$ cat config.mk
export PLATFORM = sky130hd
export DESIGN_NAME = sdot_dma_sequencer
export DESIGN_NICKNAME = d
export VERILOG_FILES = /design/src/rtl/sdot_dma_sequencer.sv
export SDC_FILE = /design/constraint.sdc
export NUM_CORES = 1
export LEC_CHECK = 0
export CORE_MARGIN = 2
export CORE_UTILIZATION = 53
export CTS_BUF_LIST = sky130_fd_sc_hd__clkbuf_8
export DETAILED_ROUTE_END_ITERATION = 6
export GPL_TIMING_DRIVEN = 0
export PLACE_DENSITY = 0.83
export SLEW_MARGIN = 20
export SYNTH_ARGS = -nofsm -noshare
export SYNTH_HDL_FRONTEND = slang
export SYNTH_SLANG_ARGS = --single-unit
$ cat constraint.sdc
create_clock -name clk -period 6.8 [get_ports clk]
set_clock_uncertainty 0.2 [all_clocks]
set_input_delay 0.68 -clock clk [delete_from_list [all_inputs] [get_ports clk]]
set_output_delay 0.68 -clock clk [all_outputs]
set_load 0.01 [all_outputs]
$ cat src/rtl/sdot_dma_sequencer.sv
// sdot_dma_sequencer: CPU-programmed sequencer that streams the X then Y vector from memory
// into the SDOT accelerator, then fetches and latches the dot product for the CPU.
// Latency: 2 cycles per element without stalls; 4*LEN+1 cycles from the start write to done.
// Backpressure: each request is held with address/data stable while its waitrequest is high.
//
// Optional feature macro: SDOT_SEQ_IRQ_EN
//   defined   -> irq = irq_en & (done | err), CTRL[1] stores and reads back irq_en
//   undefined -> irq tied low, CTRL[1] reads back 0, completion is found by polling STATUS
//
// Ports
//   clk, reset        system clock, asynchronous active-high reset
//   s_*               Avalon-MM slave (CPU register access), s_readdata registered
//   mem_*             Avalon-MM read master towards vector memory (byte addresses)
//   acc_*             Avalon-MM master towards the accelerator (element writes, result read)
//   irq               done/error interrupt level
//
// Register map (word address)
//   0 CTRL   [0] start (write-1 pulse, reads 0), [1] irq_en
//   1 STATUS [0] busy, [1] done, [2] err   (write 1 to [2:1] clears)
//   2 X_BASE  3 Y_BASE  4 LEN[7:0]  5 RESULT (RO)  6,7 read 0
module sdot_dma_sequencer #(
    parameter int unsigned MAX_LEN       = 96,
    parameter logic [23:0] ACC_DATA_ADDR = 24'h000000,
    parameter logic [23:0] ACC_RES_ADDR  = 24'h000000
) (
    input  logic        clk,
    input  logic        reset,
    // CPU slave
    input  logic [2:0]  s_address,
    input  logic        s_chipselect,
    input  logic        s_write,
    input  logic        s_read,
    input  logic [31:0] s_writedata,
    output logic [31:0] s_readdata,
    // memory read master
    output logic [31:0] mem_address,
    output logic        mem_read,
    input  logic [31:0] mem_readdata,
    input  logic        mem_waitrequest,
    // accelerator master
    output logic [23:0] acc_address,
    output logic        acc_write,
    output logic        acc_read,
    output logic [31:0] acc_writedata,
    input  logic [31:0] acc_readdata,
    input  logic        acc_waitrequest,
    // interrupt
    output logic        irq
);

    // ------------------------------------------------------------------
    // State and register address encodings
    // ------------------------------------------------------------------
    localparam logic [2:0] S_IDLE    = 3'd0;
    localparam logic [2:0] S_RD_X    = 3'd1;
    localparam logic [2:0] S_WR_X    = 3'd2;
    localparam logic [2:0] S_RD_Y    = 3'd3;
    localparam logic [2:0] S_WR_Y    = 3'd4;
    localparam logic [2:0] S_GET_RES = 3'd5;

    localparam logic [2:0] A_CTRL   = 3'd0;
    localparam logic [2:0] A_STATUS = 3'd1;
    localparam logic [2:0] A_XBASE  = 3'd2;
    localparam logic [2:0] A_YBASE  = 3'd3;
    localparam logic [2:0] A_LEN    = 3'd4;
    localparam logic [2:0] A_RESULT = 3'd5;

    // ------------------------------------------------------------------
    // Registers
    // ------------------------------------------------------------------
    logic [2:0]  r_state;
    logic [7:0]  r_idx;
    logic [31:0] r_data;      // element captured from memory, replayed to the accelerator
    logic [31:0] r_x_base;
    logic [31:0] r_y_base;
    logic [7:0]  r_len;
    logic [31:0] r_result;
    logic        r_busy;
    logic        r_done;
    logic        r_err;
    logic [31:0] r_readdata;

    // ------------------------------------------------------------------
    // Decode
    // ------------------------------------------------------------------
    logic        w_cpu_wr;
    logic        w_cpu_rd;
    logic        w_start_req;
    logic        w_len_ok;
    logic        w_go;
    logic        w_reject;
    logic        w_w1c_done;
    logic        w_w1c_err;
    logic        w_cfg_wr;
    logic        w_rd_phase;
    logic        w_wr_phase;
    logic        w_res_phase;
    logic        w_res_ack;
    logic        w_last;
    logic [31:0] w_elem_off;
    logic [31:0] w_rd_mux;
    logic        w_irq_en;

    assign w_cpu_wr = s_chipselect & s_write;
    assign w_cpu_rd = s_chipselect & s_read;

    // A start is only honoured while idle; a start during a run is dropped.
    assign w_start_req = w_cpu_wr && (s_address == A_CTRL) && s_writedata[0]
                         && (r_state == S_IDLE);
    assign w_len_ok    = (r_len != 8'd0) && (32'(r_len) <= MAX_LEN);
    assign w_go        = w_start_req & w_len_ok;
    assign w_reject    = w_start_req & ~w_len_ok;

    assign w_w1c_done  = w_cpu_wr && (s_address == A_STATUS) && s_writedata[1];
    assign w_w1c_err   = w_cpu_wr && (s_address == A_STATUS) && s_writedata[2];

    // Base/length registers are frozen for the whole run.
    assign w_cfg_wr    = w_cpu_wr & ~r_busy;

    assign w_rd_phase  = (r_state == S_RD_X) || (r_state == S_RD_Y);
    assign w_wr_phase  = (r_state == S_WR_X) || (r_state == S_WR_Y);
    assign w_res_phase = (r_state == S_GET_RES);
    assign w_res_ack   = w_res_phase & ~acc_waitrequest;

    // LEN is known to be >= 1 whenever a write phase is active, so LEN-1 never wraps.
    assign w_last      = (r_idx == (r_len - 8'd1));

    // Byte offset of the current element; the base add wraps modulo 2^32.
    assign w_elem_off  = {22'h0, r_idx, 2'b00};

    // ------------------------------------------------------------------
    // Sequencer FSM
    // ------------------------------------------------------------------
    always_ff @(posedge clk or posedge reset) begin
        if (reset) begin
            r_state  <= S_IDLE;
            r_idx    <= 8'd0;
            r_data   <= 32'h0;
            r_result <= 32'h0;
        end else begin
            case (r_state)
                S_IDLE: begin
                    if (w_go) begin
                        r_idx   <= 8'd0;
                        r_state <= S_RD_X;
                    end
                end
                S_RD_X: begin
                    if (!mem_waitrequest) begin
                        r_data  <= mem_readdata;
                        r_state <= S_WR_X;
                    end
                end
                S_WR_X: begin
                    if (!acc_waitrequest) begin
                        if (w_last) begin
                            r_idx   <= 8'd0;
                            r_state <= S_RD_Y;
                        end else begin
                            r_idx   <= r_idx + 8'd1;
                            r_state <= S_RD_X;
                        end
                    end
                end
                S_RD_Y: begin
                    if (!mem_waitrequest) begin
                        r_data  <= mem_readdata;
                        r_state <= S_WR_Y;
                    end
                end
                S_WR_Y: begin
                    if (!acc_waitrequest) begin
                        if (w_last) begin
                            r_idx   <= 8'd0;
                            r_state <= S_GET_RES;
                        end else begin
                            r_idx   <= r_idx + 8'd1;
                            r_state <= S_RD_Y;
                        end
                    end
                end
                S_GET_RES: begin
                    if (!acc_waitrequest) begin
                        r_result <= acc_readdata;
                        r_state  <= S_IDLE;
                    end
                end
                default: r_state <= S_IDLE;
            endcase
        end
    end

    // ------------------------------------------------------------------
    // STATUS bits
    // ------------------------------------------------------------------
    always_ff @(posedge clk or posedge reset) begin
        if (reset) begin
            r_busy <= 1'b0;
            r_done <= 1'b0;
            r_err  <= 1'b0;
        end else begin
            if (w_go) begin
                r_busy <= 1'b1;
            end else if (w_res_ack) begin
                r_busy <= 1'b0;
            end

            // Hardware completion takes priority over a simultaneous CPU clear.
            if (w_go) begin
                r_done <= 1'b0;
            end else if (w_res_ack) begin
                r_done <= 1'b1;
            end else if (w_w1c_done) begin
                r_done <= 1'b0;
            end

            if (w_go) begin
                r_err <= 1'b0;
            end else if (w_reject) begin
                r_err <= 1'b1;
            end else if (w_w1c_err) begin
                r_err <= 1'b0;
            end
        end
    end

    // ------------------------------------------------------------------
    // Configuration registers
    // ------------------------------------------------------------------
    always_ff @(posedge clk or posedge reset) begin
        if (reset) begin
            r_x_base <= 32'h0;
            r_y_base <= 32'h0;
            r_len    <= 8'd0;
        end else if (w_cfg_wr) begin
            case (s_address)
                A_XBASE: r_x_base <= s_writedata;
                A_YBASE: r_y_base <= s_writedata;
                A_LEN:   r_len    <= s_writedata[7:0];
                default: ;
            endcase
        end
    end

`ifdef SDOT_SEQ_IRQ_EN
    logic r_irq_en;

    // irq_en may be changed at any time, including mid-run.
    always_ff @(posedge clk or posedge reset) begin
        if (reset) begin
            r_irq_en <= 1'b0;
        end else if (w_cpu_wr && (s_address == A_CTRL)) begin
            r_irq_en <= s_writedata[1];
        end
    end

    assign w_irq_en = r_irq_en;
    assign irq      = r_irq_en & (r_done | r_err);
`else
    assign w_irq_en = 1'b0;
    assign irq      = 1'b0;
`endif

    // ------------------------------------------------------------------
    // CPU read path
    // ------------------------------------------------------------------
    always_comb begin
        w_rd_mux = 32'h0;
        case (s_address)
            A_CTRL:   w_rd_mux = {30'h0, w_irq_en, 1'b0};
            A_STATUS: w_rd_mux = {29'h0, r_err, r_done, r_busy};
            A_XBASE:  w_rd_mux = r_x_base;
            A_YBASE:  w_rd_mux = r_y_base;
            A_LEN:    w_rd_mux = {24'h0, r_len};
            A_RESULT: w_rd_mux = r_result;
            default:  w_rd_mux = 32'h0;
        endcase
    end

    always_ff @(posedge clk or posedge reset) begin
        if (reset) begin
            r_readdata <= 32'h0;
        end else if (w_cpu_rd) begin
            r_readdata <= w_rd_mux;
        end
    end

    assign s_readdata = r_readdata;

    // ------------------------------------------------------------------
    // Bus requests: decoded straight from the state register so that an
    // asynchronous reset drops them without waiting for a clock edge.
    // The state encoding guarantees only one request is ever active.
    // ------------------------------------------------------------------
    assign mem_read      = w_rd_phase;
    assign mem_address   = (r_state == S_RD_X) ? (r_x_base + w_elem_off) :
                           (r_state == S_RD_Y) ? (r_y_base + w_elem_off) : 32'h0;

    assign acc_write     = w_wr_phase;
    assign acc_read      = w_res_phase;
    assign acc_writedata = w_wr_phase ? r_data : 32'h0;
    assign acc_address   = w_wr_phase  ? ACC_DATA_ADDR :
                           w_res_phase ? ACC_RES_ADDR  : 24'h0;

endmodule

==> metrics.md, run 1 <==
| Metric | Value |
|---|---|
| Status | `complete, no violations` |
| Top routing layer in use | `met4` |
| Std-Cell Rows | `51` |
| Sequential cell area fraction in the yosys report | `43.4%` |
| Chip width | `145 µm` |
| Core Box Area | `19500 µm²` |
| Distinct cell type count after synthesis | `66` |
| Clk root buf | `clkbuf_8` |
| Hold buffers post-CTS | `0` |
| Worst skew pair latency | `0.49 ns` |
| Crit. End Element | `output pin` |
| Hold Path End | `s_readdata[3]` |
| Setup Buffers After CTS | `0` |
| Antenna Nets Post-Route | `0` |
| Crit Path Class | `flip-flop to output pin` |
| Max-cap viol count | `0` |
| Die ar. | `20900 µm²` |
| Routed len/inst | `19.2 µm` |
| Max frequency | `204 MHz` |
| Req. time, crit path | `5.92 ns` |
| Area of the multi-input gates | `5470 µm²` |
| P_int | `2940 µW` |
| Initial Utilization | `53.9%` |
| Post-synthesis register bit count | `182` |
| RSZ-0062 raised after global routing | `false` |
| Min Tclk post-route | `4.90 ns` |
| Worst hold path depth | `2` |
| Routed length on met2 | `12.7 mm` |
| CP arrival | `4.02 ns` |
| Mapped Area | `10500 µm²` |
| Hold wc startpoint | `s_readdata[3]` |
| Vias in the first global route | `8485` |
| Longest Clk Path Bufs | `2` |
| Sequential share of power | `39.0%` |
| Most frequent cells in the layout | `204 x clkdlybuf4s50_1, 182 x dfrtp_1, 135 x mux2_2` |
| Slew Viols, Final | `0` |
| Drt pass-1 iters | `6` |
| Share of flip-flops with an asynchronous set or reset | `100%` |
| Fraction of layout cells with a size suffix above 1 | `17.9%` |
| Clk sinks | `182` |
| Dpl ws | `2.49 ns` |
| Ys flop type | `dfrtp_1` |
| Switching Share | `40.1%` |
| Post-synthesis cell count | `986` |
| NetSw | `1970 µW` |
| Resized cells post-CTS | `0` |
| Total number of yosys warnings | `0` |
| Met3 Wirelength | `2.61 mm` |
| Initial antenna violation count | `0` |
| Logic pwr share | `46.5%` |
| Worst-path fanout max | `10` |
| P&R area growth vs syn | `27.5%` |
| Initial DRC count | `840` |
| Final setup violation count | `0` |
| Global-route wire length before repair | `45.9 mm` |
| FILL cells | `1519` |
| Ant. Diodes | `0` |
| Port Buf Inserts | `204` |
| Detailed placement HPWL | `21.7 mm` |
| Design Power | `4900 µW` |
| R2r endpoint | `r_idx[3]` |
| P per Cell Area | `367 nW/µm²` |
| CTS Buf Count | `17` |
| Vias | `8707` |
| GP Congestion | `0.927` |
| VDD IR max | `0.000207 V` |
| Relative slew slack | `43.4%` |
| Reg2Reg Launch Point | `r_len[0]` |
| Die Ht | `145 µm` |
| All-Layer GR Usage | `28.7%` |
| Endpoints failing hold | `0` |
| DRT Wirelength | `29.0 mm` |
| Final nets | `1360` |
| Most common cell after layout, fill and taps aside | `clkdlybuf4s50_1` |
| CP startpoint kind | `flip-flop` |
| Least-Margin Pin Slew | `0.844 ns` |
| Worst Reg-to-Reg Cells | `9` |
| Largest net degree at the start of global routing | `104` |
| Syn_area_per_cell | `10.6 µm²` |
| Period utilization | `72.0%` |
| Via density | `5.76` |
| H-tree levels | `4` |
| Total negative setup slack | `0 ns` |
| Post-route DRC | `0` |
| R2R Setup Slk | `3.99 ns` |
| Hold crit path type | `flip-flop to flip-flop` |
| Metal1 wirelength | `12.6 mm` |
| Congestion Overflow GR | `0` |
| I/O pin cnt | `230` |
| Clock power frac | `14.5%` |
| CTS tree | `done` |
| Clock transition at the registers of the reported paths | `0.10 ns` |
| Final worst slack | `1.90 ns` |
| FF+latch area | `4550 µm²` |
| Leakage power | `0.00552 µW` |
| Post-synth EDFFs | `0` |
logic make-up after synthesis:
logic type               count (synthesis)  synth area share, %
XOR/XNOR                                56                 4.68
adder cells (fa/ha/maj)                 20                 2.53
buffers and inverters                  119                 5.30
multiplexers                           176                 18.4
flip-flops                             182                 43.4
AND/OR/NAND/NOR                        226                 11.4
other                                    1               0.0358
AO/OA/AOI/OAI                          206                 14.2
worst max-delay path: stages (launching register included):
cell and delay [ns]:
dfrtp_1 0.48, ha_1 0.27, fa_1 0.42, a21o_1 0.18
a21oi_1 0.33, o21a_1 0.26, clkbuf_1 0.43, nor2_1 0.10
xnor2_1 0.14, o22ai_1 0.29, clkdlybuf4s50_1 0.61
cell type report:
type	instances	area share, %
plain buffers	89	3.31
clock buffers	19	1.96
clock inverters	12	0.861
inverters	30	0.898
multi-input cells	709	40.9
flip-flops and latches	182	34.1
well taps	265	2.48
repair buffers	205	15.5
per-stage QoR:
| step | hold slack (ns) | utilization (%) | area [µm²] | instances |
|---|---|---|---|---|
| 6_report | 0.293 | 68.7 | 13400 | 1511 |
| 3_5_place_dp | 0.275 | 66.8 | 13000 | 1480 |
| 4_1_cts | 0.297 | 68.7 | 13400 | 1511 |
| 5_1_grt | 0.323 | 68.7 | 13400 | 1511 |
| 2_1_floorplan | 0.272 | - | 10600 | 1010 |
| 3_3_place_gp | 0.280 | 66.6 | 13000 | 1479 |
routing by layer:
| metal | global-route usage (%) | vias up |
|---|---|---|
| li1 | - | 4016 |
| met1 | 40.9 | 4159 |
| met2 | 42.5 | 455 |
| met3 | 6.61 | 77 |
| met4 | 12.0 | 0 |
| met5 | 0 | - |
sequential cells by signal, summed over array words and instances (netlist names):
signal,count
r_busy,1
r_data,32
r_done,1
r_err,1
r_idx,8
r_len,8
r_result,32
r_state,3
r_x_base,32
r_y_base,32
s_readdata,32
worst max-delay path by stage:
stage          startpoint              end  depth (start not counted)
2_1_floorplan       reset           r_busy                          1
3_3_place_gp        reset     r_result[16]                          2
3_5_place_dp     r_idx[0]  mem_address[10]                         10
4_1_cts          r_idx[0]  mem_address[10]                         10
5_1_grt          r_idx[3]  mem_address[15]                          9
6_report         r_idx[0]  mem_address[10]                         10
Yosys cell counts (all sizes together) (22+ instances only):
| master | n | share of area, % |
|---|---|---|
| a21oi | 30 | 1.4 |
| a22o | 31 | 2.6 |
| and2 | 34 | 2.0 |
| buf | 40 | 2.5 |
| clkbuf | 49 | 1.8 |
| dfrtp | 182 | 43 |
| inv | 30 | 1.1 |
| mux2 | 135 | 14 |
| mux2i | 41 | 3.9 |
| nand2 | 69 | 2.5 |
| nor2 | 24 | 0.86 |
| o21ai | 44 | 2.1 |
| o22ai | 22 | 1.3 |
| xnor2 | 49 | 4.1 |
power groups by stage:
stage / Sequential [µW] / Combinational [µW] / Clock (µW)
after floorplan: 1790 / 1470 / 0
after global placement: 1890 / 2200 / 0
after detailed placement: 1910 / 2250 / 0
after CTS: 1900 / 2270 / 720
after global routing: 1970 / 2480 / 765
final: 1910 / 2280 / 710
Note: power is estimated with default switching activity, not from simulation.
==> inputs of run 2 (changes only) <==
- clock period: 6.8 -> 4.9 ns (I/O delays scaled with it)
==> metrics.md, run 2 (same netlist as run 1, synthesis figures left out) <==
| Metric | Value |
|---|---|
| Total negative setup slack | `0 ns (unchanged)` |
| Cell count along the critical path | `10 (unchanged)` |
| Setup Buffers After CTS | `0 (unchanged)` |
| Final setup violation count | `0 (unchanged)` |
| H-tree levels | `4 (unchanged)` |
| Max incr delay on CP | `0.61 ns (about the same)` |
| Max frequency | `213 MHz` |
| Port Buf Inserts | `204 (unchanged)` |
| Crit. End Element | `output pin (unchanged)` |
| Leakage power | `0.00556 µW (was 0.00552 µW)` |
| CP cell instances | `ha_1, fa_1, a21o_1, a21oi_1, o21a_1, clkbuf_1, nor2_1, xnor2_1, o22ai_1, clkdlybuf4s50_1 (unchanged)` |
| Die ar. | `20900 µm² (unchanged)` |
| RSZ-0062 raised after global routing | `false (unchanged)` |
| CTS Buf Count | `17 (unchanged)` |
| CP startpoint kind | `flip-flop (unchanged)` |
| Least-Margin Pin Slew | `0.840 ns (was 0.844 ns)` |
| Period utilization | `95.6%` |
| Max-cap viol count | `0 (unchanged)` |
| Placement Cell Area | `13100 µm² (was 13000 µm²)` |
| Clk sinks | `182 (unchanged)` |
| Most frequent cells in the layout | `204 x clkdlybuf4s50_1, 182 x dfrtp_1, 135 x mux2_2 (unchanged)` |
| Fraction of layout cells with a size suffix above 1 | `18.2% (was 17.9%)` |
| Req. time, crit path | `4.21 ns (was 5.92 ns)` |
| Post-route DRC | `0 (unchanged)` |
| GP Congestion | `0.937 (was 0.927)` |
| DRT Wirelength | `29.3 mm (was 29.0 mm)` |
| Dpl cells | `1484 (was 1480)` |
| Worst Reg-to-Reg Cells | `9 (unchanged)` |
| I/O pin cnt | `230 (unchanged)` |
| Clock transition at the registers of the reported paths | `0.12 ns (was 0.10 ns)` |
| Most common cell after layout, fill and taps aside | `clkdlybuf4s50_1 (unchanged)` |
| CTS tree | `done (unchanged)` |
| Worst skew pair latency | `0.48 ns (was 0.49 ns)` |
| Min Tclk post-route | `4.69 ns` |
| P per Cell Area | `510 nW/µm² (was 367 nW/µm²)` |
| Congestion Overflow GR | `0 (unchanged)` |
| Vias | `8721 (was 8707)` |
| Drt pass-1 iters | `5 (was 6)` |
| Initial DRC count | `715 (was 840)` |
| Endpoints failing hold | `0 (unchanged)` |
| Core Box Area | `19500 µm² (unchanged)` |
| Routed len/inst | `19.3 µm (was 19.2 µm)` |
| Largest net degree at the start of global routing | `36 (was 104)` |
| Slew Viols, Final | `0 (unchanged)` |
| Vias in the first global route | `8531 (was 8485)` |
| Antenna Nets Post-Route | `0 (unchanged)` |
| Initial Utilization | `53.9% (unchanged)` |
| Die Ht | `145 µm (unchanged)` |
| P&R area growth vs syn | `28.4% (was 27.5%)` |
| Hold buffers post-CTS | `0 (unchanged)` |
| Detailed placement HPWL | `22.3 mm (was 21.7 mm)` |
| FILL cells | `1459 (was 1519)` |
| Global-route wire length before repair | `45.8 mm (was 45.9 mm)` |
| All-Layer GR Usage | `28.7% (about the same)` |
| Longest Clk Path Bufs | `2 (unchanged)` |
| Ant. Diodes | `0 (unchanged)` |
| CP arrival | `4.00 ns (was 4.02 ns)` |
| Final nets | `1364 (was 1360)` |
| Design area | `13500 µm² (was 13400 µm²)` |
| Critical-path top delay cell | `clkdlybuf4s50_1 (unchanged)` |
| VDD IR max | `0.000339 V (was 0.000207 V)` |
| Worst Path Buf+Inv | `2 (unchanged)` |
| Post-Layout Cell Count | `1516 (was 1511)` |
| Relative slew slack | `43.7% (was 43.4%)` |
| Chip width | `145 µm (unchanged)` |
| Hold crit path type | `input pin to async pin (was flip-flop to flip-flop)` |
| Resized cells post-CTS | `0 (unchanged)` |
| Std-Cell Rows | `51 (unchanged)` |
| Via density | `5.75 (was 5.76)` |
| Worst-path fanout max | `10 (unchanged)` |
| Status | `complete, no violations (unchanged)` |
| Crit Path Class | `flip-flop to output pin (unchanged)` |
| Crit path max-delay family | `buffers and inverters (was compound AO/OA/AOI/OAI gates)` |
| Clk root buf | `clkbuf_8 (unchanged)` |
| Initial antenna violation count | `0 (unchanged)` |
==> run 2: cell types whose count changed in the layout (fill, tap and decap cells not counted), moves of 2 or more <==
cell	previous run	this run
inv_12	0	2
buf_12	0	5
clkinvlp_4	1	3
clkbuf_8	19	17
clkinv_4	4	1
==> run 2: worst paths after layout <==
path                                from              end  slack, ns
max reg2reg                     r_len[0]         r_idx[3]       2.13
max                             r_idx[0]  mem_address[10]       0.21
min                                reset       r_data[27]       0.27
min in group clk           s_readdata[3]    s_readdata[3]       0.30
min reg2reg                s_readdata[3]    s_readdata[3]       0.30
max in group asynchronous          reset      r_y_base[1]       3.37
==> run 2: report_power, final <==
part / internal [µW] / switching [µW] / leakage (µW)
clock network: 394 / 646 / 0.000199
logic: 1610 / 1570 / 0.00307
registers: 2080 / 580 / 0.00229
total: 4080 / 2790 / 0.00556
==> run 2: layout make-up <==
| cell class | count | area (µm²) | area share [%] |
|---|---|---|---|
| repair buffers | 209 | 2140 | 15.9 |
| clock inverters | 15 | 171 | 1.27 |
| flip-flops and latches | 182 | 4550 | 33.8 |
| inverters | 30 | 116 | 0.864 |
| plain buffers | 89 | 443 | 3.29 |
| well taps | 265 | 332 | 2.46 |
| multi-input cells | 709 | 5470 | 40.6 |
| clock buffers | 17 | 234 | 1.74 |
==> run 2: metrics by stage <==
step	total power, µW	worst slack, ns	hold WS (ns)	utilization [%]
floorplan	4520	1.81	0.272	-
global placement	5680	0.449	0.279	66.6
detailed placement	5790	0.835	0.288	67.1
CTS	6840	0.277	0.266	69.2
global route	7270	0.0921	0.289	69.2
finish	6870	0.215	0.273	69.2
==> run 2: routing by layer <==
metal	vias up	GRT usage, %	wire (µm)
met5	-	0	0
met4	0	8.79	665
met3	52	8.72	2780
met2	409	45.3	13500
met1	4241	38.4	12400
li1	4019	-	-
==> inputs of run 3 (changes only) <==
- ABC_AREA: default -> 1
- clock period: 4.9 -> 5.2 ns (I/O delays scaled with it)
==> metrics.md, run 3 <==
| Metric | Value |
|---|---|
| All-Layer GR Usage | `32.0% (was 28.7%)` |
| Hold buffers post-CTS | `0 (unchanged)` |
| Worst skew pair latency | `0.47 ns (was 0.48 ns)` |
| Most frequent cells in the layout | `464 x nand2_1, 203 x clkdlybuf4s50_1, 182 x dfrtp_1 (was 204 x clkdlybuf4s50_1, 182 x dfrtp_1, 135 x mux2_2)` |
| Share of flip-flops with an asynchronous set or reset | `100% (unchanged)` |
| Die Ht | `145 µm (about the same)` |
| Final setup violation count | `0 (unchanged)` |
| Most common cell in the netlist | `nand2_1 (was dfrtp_1)` |
| Die ar. | `21000 µm² (was 20900 µm²)` |
| Final worst slack | `1.11 ns (was 0.215 ns)` |
| Total negative setup slack | `0 ns (unchanged)` |
| Leakage power | `0.00670 µW (was 0.00556 µW)` |
| Initial antenna violation count | `1 (was 0)` |
| Total number of yosys warnings | `0 (unchanged)` |
| Relative slew slack | `46.8% (was 43.7%)` |
| Fraction of layout cells with a size suffix above 1 | `6.10% (was 18.2%)` |
| Critical path's most frequent cell | `nand2_1` |
| Worst-path fanout max | `6 (was 10)` |
| Post-synthesis cell count | `1457 (was 986)` |
| H-tree levels | `4 (unchanged)` |
| Max-cap viol count | `0 (unchanged)` |
| Initial Utilization | `54.0% (was 53.9%)` |
| Crit. End Element | `output pin (unchanged)` |
| RSZ-0062 raised after global routing | `false (unchanged)` |
| Ys flop type | `dfrtp_1 (unchanged)` |
| Resized cells post-CTS | `0 (unchanged)` |
| Crit Path Class | `flip-flop to output pin (unchanged)` |
| Max frequency | `245 MHz` |
| Least-Margin Pin Slew | `0.795 ns (was 0.840 ns)` |
| Status | `complete, no violations (unchanged)` |
| Initial DRC count | `1132 (was 715)` |
| Critical-path top delay cell | `clkdlybuf4s50_1 (unchanged)` |
| Period utilization | `78.6%` |
| Slew Viols, Final | `0 (unchanged)` |
| Final nets | `1835 (was 1364)` |
| Min Tclk post-route | `4.09 ns` |
| Hold crit path type | `input pin to async pin (unchanged)` |
| Yosys top cell area share | `43.4% (about the same)` |
| Core Box Area | `19500 µm² (unchanged)` |
| Setup Buffers After CTS | `0 (unchanged)` |
| Metal1 wirelength | `13.8 mm (was 12.4 mm)` |
| CTS tree | `done (unchanged)` |
| P per Cell Area | `442 nW/µm² (was 510 nW/µm²)` |
| VDD IR max | `0.000301 V (was 0.000339 V)` |
| Vias | `10.8k (was 8721)` |
| Clk root buf | `clkbuf_8 (unchanged)` |
| Largest net degree at the start of global routing | `36 (unchanged)` |
| Clk sinks | `182 (unchanged)` |
| Yosys top cell by area | `dfrtp_1 (unchanged)` |
| Post-synth EDFFs | `0 (unchanged)` |
| Routed length on met2 | `14.8 mm (was 13.5 mm)` |
| Sequential cell area fraction in the yosys report | `43.4% (about the same)` |
| CP startpoint kind | `flip-flop (unchanged)` |
| FF+latch area | `4550 µm² (unchanged)` |
| Post-route DRC | `0 (unchanged)` |
| CTS Buf Count | `17 (unchanged)` |
| Synth cell count leaders | `464 x nand2_1, 182 x dfrtp_1, 155 x inv_1 (was 182 x dfrtp_1, 135 x mux2_2, 69 x nand2_1)` |
| Congestion Overflow GR | `0 (unchanged)` |
| Req. time, crit path | `4.48 ns (was 4.21 ns)` |
| CP arrival | `3.37 ns (was 4.00 ns)` |
| Post-synthesis register bit count | `182 (unchanged)` |
| DRT Wirelength | `33.0 mm (was 29.3 mm)` |
| Clock transition at the registers of the reported paths | `0.10 ns (was 0.12 ns)` |
| GP Congestion | `0.964 (was 0.937)` |
| Area of the multi-input gates | `5030 µm² (was 5470 µm²)` |
| Synth top area cells | `dfrtp_1 43%, nand2_1 17%, inv_1 5.5% (was dfrtp_1 43%, mux2_2 14%, xnor2_1 4.1%)` |
| Most common cell after layout, fill and taps aside | `nand2_1 (was clkdlybuf4s50_1)` |
| Distinct cell type count after synthesis | `50 (was 66)` |
| Design Power | `5980 µW (was 6870 µW)` |
| Port Buf Inserts | `203 (was 204)` |
| Top routing layer in use | `met4 (unchanged)` |
| CP cell instances | `ha_1, inv_1, fa_1, inv_1, nand3_1, nand2_1, nand2_1, nand2_1, nand2_1, nor2_1, a21oi_1, o21ai_0, clkdlybuf4s50_1 (was ha_1, fa_1, a21o_1, a21oi_1, o21a_1, clkbuf_1, nor2_1, xnor2_1, o22ai_1, clkdlybuf4s50_1)` |
| Dpl ws | `1.63 ns (was 0.835 ns)` |
| Syn_area_per_cell | `7.21 µm² (was 10.6 µm²)` |
| Longest Clk Path Bufs | `2 (unchanged)` |
| Worst Path Buf+Inv | `3 (was 2)` |
| Drt pass-1 iters | `6 (was 5)` |
| Max incr delay on CP | `0.57 ns (was 0.61 ns)` |
| FILL cells | `1572 (was 1459)` |
| Std-Cell Rows | `51 (unchanged)` |
| I/O pin cnt | `230 (unchanged)` |
| Crit path max-delay family | `simple AND/OR/NAND/NOR gates (was buffers and inverters)` |
| Met3 Wirelength | `3.48 mm (was 2.78 mm)` |
| Routed len/inst | `16.6 µm (was 19.3 µm)` |
| Endpoints failing hold | `0 (unchanged)` |
| Global-route wire length before repair | `51.3 mm (was 45.8 mm)` |
| Antenna Nets Post-Route | `0 (unchanged)` |
| Chip width | `145 µm (about the same)` |
| Vias in the first global route | `9828 (was 8531)` |
| P&R area growth vs syn | `28.6% (was 28.4%)` |
| Via density | `5.42 (was 5.75)` |
| Detailed placement HPWL | `25.9 mm (was 22.3 mm)` |
| Mapped Area | `10500 µm² (about the same)` |
==> run 3: through the flow <==
step	hold slack [ns]	util (%)	cells	cell area [µm²]
finish	0.146	69.4	1988	13500
floorplan	0.242	-	1481	10600
global placement	0.255	66.6	1949	13000
global route	0.190	69.4	1987	13500
CTS	0.137	69.4	1987	13500
detailed placement	0.260	67.2	1955	13100
==> run 3: cells by family (layout without fill, tap and decap cells) <==
family / Yosys count / count (layout) / share of synthesized area, %
and+or+nand+nor: 733 / 733 / 28.7
AOI/OAI and AO/OA: 269 / 269 / 14.7
buffers and inverters: 239 / 480 / 9.62
DFF: 182 / 182 / 43.4
adders and majority gates: 20 / 20 / 2.53
xor gates and xnor gates: 13 / 13 / 1.08
other: 1 / 26 / 0.0357
==> run 3: final timing paths <==
kind	from	to	slack (ns)	cells after the start
worst max-delay path	r_idx[0]	mem_address[26]	1.11	13
worst min-delay path	reset	r_state[1]	0.15	2
worst max register to register	r_len[0]	r_idx[5]	2.82	13
worst min register to register	r_result[1]	r_result[1]	0.28	2
max in group asynchronous	reset	r_y_base[27]	3.74	5
min in group clk	r_result[1]	r_result[1]	0.28	2
==> run 3: layout make-up <==
cell class | instances | share of cell area (%)
antenna | 1 | 0.0185
buffer | 78 | 2.98
clock buffer | 17 | 1.73
clock inverter | 15 | 1.38
inverter | 161 | 4.52
multi-input combinational | 1060 | 37.2
sequential | 182 | 33.7
tap | 265 | 2.45
timing repair buffer | 209 | 16.0
==> run 3: metal layers <==
layer	up-vias	GRT usage, %
met2	575	49.3
met1	4977	45.0
met3	71	7.01
met5	-	0
met4	0	10.9
li1	5143	-
==> run 3: report_power, final <==
| part | internal, µW | switching [µW] |
|---|---|---|
| registers | 1890 | 490 |
| logic | 1120 | 1460 |
| clock network | 448 | 563 |
